File: src/rtl/afifo_rd_fwft_pkg.sv
// Shared constants for the async FIFO read-side FWFT adapter.
package afifo_rd_fwft_pkg;
  localparam int WIDTH_DEFAULT = 8;
  // The rinc credit rule counts against exactly two slots.
  localparam int BUF_DEPTH     = 2;
endpackage

File: src/rtl/afifo_rd_fwft.sv
// Read-side adapter: turns the async FIFO's 1-cycle-latency read port into a
// first-word-fall-through valid/ready stream backed by a 2-entry skid buffer.
//
// Stream handshake: a word transfers on every rclk edge where m_valid and
// m_ready are both high; once m_valid is high it stays high and m_data stays
// unchanged until that transfer happens.
module afifo_rd_fwft
  import afifo_rd_fwft_pkg::*;
#(
  parameter int WIDTH = WIDTH_DEFAULT
) (
  input  logic             rclk,
  input  logic             rrstn,
  input  logic             rempty,
  input  logic [WIDTH-1:0] rdata,
  output logic             rinc,
  output logic             m_valid,
  input  logic             m_ready,
  output logic [WIDTH-1:0] m_data,
  output logic [1:0]       occupancy
);

  logic [1:0]       count;
  logic             inflight;
  logic             wr_ptr;
  logic             rd_ptr;
  logic             pop;
  logic [2:0]       level_next;
  logic [WIDTH-1:0] mem [BUF_DEPTH];

  assign pop = m_valid & m_ready;

  // Words held after this edge, including the one already requested last cycle.
  assign level_next = {1'b0, count} + {2'b00, inflight} - {2'b00, pop};

  assign rinc      = !rempty && (level_next < 3'd2);
  assign m_valid   = (count != 2'd0);
  assign m_data    = mem[rd_ptr];
  assign occupancy = count;

  always_ff @(posedge rclk or negedge rrstn) begin
    if (!rrstn) begin
      count    <= 2'd0;
      inflight <= 1'b0;
      wr_ptr   <= 1'b0;
      rd_ptr   <= 1'b0;
      for (int i = 0; i < BUF_DEPTH; i++) begin
        mem[i] <= '0;
      end
    end else begin
      count    <= level_next[1:0];
      inflight <= rinc;
      // rdata only carries a real word the cycle after an accepted rinc.
      if (inflight) begin
        mem[wr_ptr] <= rdata;
        wr_ptr      <= ~wr_ptr;
      end
      if (pop) begin
        rd_ptr <= ~rd_ptr;
      end
    end
  end

`ifndef SYNTHESIS
  always_ff @(posedge rclk) begin
    if (rrstn) begin
      assert (({1'b0, count} + {2'b00, inflight}) <= 3'd2)
        else $error("afifo_rd_fwft: count + inflight exceeds buffer depth");
    end
  end
`endif

endmodule

File: config.mk
export PLATFORM = sky130hd
export DESIGN_NAME = afifo_rd_fwft
export DESIGN_NICKNAME = d
export VERILOG_FILES = /design/src/rtl/afifo_rd_fwft_pkg.sv /design/src/rtl/afifo_rd_fwft.sv
export SDC_FILE = /design/constraint.sdc
export NUM_CORES = 1
export LEC_CHECK = 0
export CORE_UTILIZATION = 45
export DETAILED_ROUTE_END_ITERATION = 16
export PLACE_DENSITY = 0.86
export SETUP_SLACK_MARGIN = 0.4
export SLEW_MARGIN = 5
export SYNTH_ARGS = -nofsm -noshare
export SYNTH_HDL_FRONTEND = slang
export SYNTH_SLANG_ARGS = --single-unit
File: constraint.sdc
create_clock -name rclk -period 2.9 [get_ports rclk]
set_clock_uncertainty 0.1 [all_clocks]
set_input_delay 0.725 -clock rclk [delete_from_list [all_inputs] [get_ports rclk]]
set_output_delay 0.725 -clock rclk [all_outputs]
set_load 0.005 [all_outputs]
==> impl_metrics.toml <==
[cts]
clk_transition_reported_paths_ps = 110
cts_tree = "yes"
cts_htree_levels = 1
root_buffer = "clkbuf_4"
cts_sinks = 21
numCtsBuffers = 3
clkLatencyLatePin_ps = 300
clock_path_buffers = 2
cts_hold_buf = 0

[timing]
rsz0062_at_grt = "true"
slew_violations = 0
hold_viol = 0
finalSetupViolCount = 1
fmax_mhz = 328
fin_crit_sh_pct = 105
layout_min_cycle_time_ps = 3050
setup_slack_ps = -146
tightestPinTransition_ps = 364
relSlewSlack_pct = 75.7

[pwr]
p_clk_share_pct = 9.7
p_leak_nw = 0.585
power_frac_seq_pct = 36.0
p_per_area_nw_per_um2 = 1110
pwr-share-comb_pct = 54.3
switching_share_pct = 29.9
switchingPower_mw = 0.437
power_mw = 1.46
ir_worst_vdd_mv = 0.648
internal-power_mw = 1.03

[route]
vias_per_cell = 4.85
wl_per_cell_um = 14.8
top_layer = "met4"
antenna_left = 0
dr.pass1.iters = 3
met3WireLength_um = 82
drt-total-wl_um = 1820
drt-initial-drc-count = 2
wl_met1_um = 771
via_count = 597
drcViolationCount = 0
route.met2.wl_um = 935

[floorplan]
die_w_um = 48.4
std_cell_rows = 16
fp.coreArea_um2 = 1980
io_pins = 24
start_util_pct = 48.8
die_area_um2 = 2340
dieHeight_um = 48.4

[global_routing]
antenna_found_initial = 0
grt_overflow_total = 0
grt_pass1_wl_um = 3260
grt_use_total_pct = 19.0
grt_max_degree = 22
grt_pass1_vias = 677

[yosys]
synth_seq_area_share_pct = 54.3
syn-cell-area_um2 = 967
netlist.area_leader.share_pct = 54.3
syn_inst = 62
synth_cell_types = 15
synth_warnings = 0
synth_area_leaders = "dfrtp_1, mux2_2, mux2_4, ha_1, fa_1"
avgSynthCellArea_um2 = 15.6
synth_nets = 77
ys_ff_latch = 21
synth_top_area_cell = "dfrtp_1"

[worst_hold_path]
worstHoldStart = "mem[5]"
hold_end = "mem[5]"
min_path_type = "reg -> reg"
hold_depth = 1

[layout]
drive_gt1_share_pct = 47.9
final_nets = 112
utilization_pct = 66.4
insertedDiodeCount = 0
fillerInstances = 149
regArea_um2 = 527
layout.cells.non_filler = 123
area_growth_pct = 36.0
multi_input_area_um2 = 427

[critical_path]
rr_startpoint = "occupancy[1]"
reg2reg_depth = 7
endpoint_kind = "primary output"
critPathArrivalTime_ps = 2220
crit_family = "adder cells"
cp_slowest_cell = "fa_2"
worstPathMaxFanout = 2
timing.rr.end = "inflight"
crit_top_cell = "buf_2"
path_buf_inv = 3
start_kind = "primary input"
critPathKind = "in -> out"
crit_path_cell_trace = "buf_2, o21a_1, ha_1, inv_1, ha_2, fa_2, nor3_4, buf_2"
r2r_setup_slack_ps = 950
slowest_delay_ps = 450
worstPathRequired_ps = 2080

[job]
cap_violations = 0

[run_status]
violations = "setup timing"
status = "finished, violations left"

[placed_design]
dp_hpwl_um = 1280
port_buffers = 23
gp_congestion = 0.657
dp_cells = 115
-- cell usage after synthesis --
cell type / number
xnor2_1: 1
nor3_1: 1
mux2_4: 8
dfrtp_1: 21
fa_1: 1
nor2b_4: 1
ha_1: 2
o21a_1: 1
nand2_2: 1
or2_2: 1
mux2_2: 16
xor2_1: 2
inv_1: 4
buf_2: 1
buf_6: 1
-- per-stage QoR --
step                      instance area (µm²)  hold WS (ps)  setup TNS (ps)  worst slack (ps)
after global routing                     1320           438            -259              -259
after detailed placement                 1260           391            -876              -876
after global placement                   1260           381            -828              -828
final                                    1320           414            -146              -146
after CTS                                1290           418            -179              -179
after floorplan                           977           329               0               125
-- placed cells by master (no fill, tap or decap), drive strengths merged --
cell / Yosys / layout
o21a: 1 / 1
nor3: 1 / 1
or2: 1 / 1
clkdlybuf4s50: 0 / 21
fa: 1 / 1
dfrtp: 21 / 21
clkbuf: 0 / 3
mux2: 24 / 24
xnor2: 1 / 1
nand2: 1 / 1
xor2: 2 / 2
ha: 2 / 2
nor2b: 1 / 1
inv: 4 / 4
buf: 2 / 11
clkinv: 0 / 1
-- worst register-to-register path, delay by kind of cell (launching register included) --
family	cells	cell delay, ps
AO/OA/AOI/OAI	1	200
XOR/XNOR	1	260
adder cells (fa/ha/maj)	3	770
buffers and inverters	1	40
flip-flops	1	410
AND/OR/NAND/NOR	1	50
-- layout make-up --
class | count | share of cell area, %
multi-input combinational | 35 | 32.4
clock buffer | 3 | 1.71
clock inverter | 1 | 0.381
inverter | 4 | 1.14
timing repair buffer | 32 | 21.7
tap | 27 | 2.57
sequential | 21 | 40.1
-- power groups by stage --
stage               combinational, mW  clock (mW)  sequential (mW)
floorplan                       0.420           0            0.514
global placement                0.710           0            0.540
detailed placement              0.736           0            0.554
CTS                             0.736       0.149            0.554
global route                    0.863       0.163            0.547
finish                          0.795       0.142            0.527
-- cells by family after synthesis --
group,count (synthesis),synth area share (%)
and+or+nand+nor,4,3.23
AOI/OAI and AO/OA,1,0.776
xor gates and xnor gates,3,2.72
DFF,21,54.3
muxes,24,31.0
buffers and inverters,6,3.23
adders and majority gates,3,4.66
-- sequential cells by signal, indices dropped and copies added (netlist names) --
register	count
mem	16
occupancy	2
inflight	1
rd_ptr	1
wr_ptr	1
-- how the worst max path moves through the flow --
stage          depth (start not counted)    startpoint  endpoint  slack, ps
2_1_floorplan                          6       m_ready      rinc        120
3_3_place_gp                           8       m_ready      rinc       -830
4_1_cts                                7  occupancy[1]      rinc       -180
3_5_place_dp                           8       m_ready      rinc       -880
5_1_grt                                7  occupancy[1]      rinc       -260
6_report                               8       m_ready      rinc       -150
-- layer usage --
layer  up-vias  track usage (%)
li1        285                -
met3         4             6.92
met4         0             5.88
met1       289             21.5
met2        19             33.3
met5         -                0
-- timing repair --
item,4_1_cts,5_1_grt
pin swaps,4,1
buffers inserted,1,3
endpoints found under the hold margin,0,0
gates resized for setup,8,2
setup endpoints to repair,9,9
No activity file was read; power rests on OpenSTA's default activity.
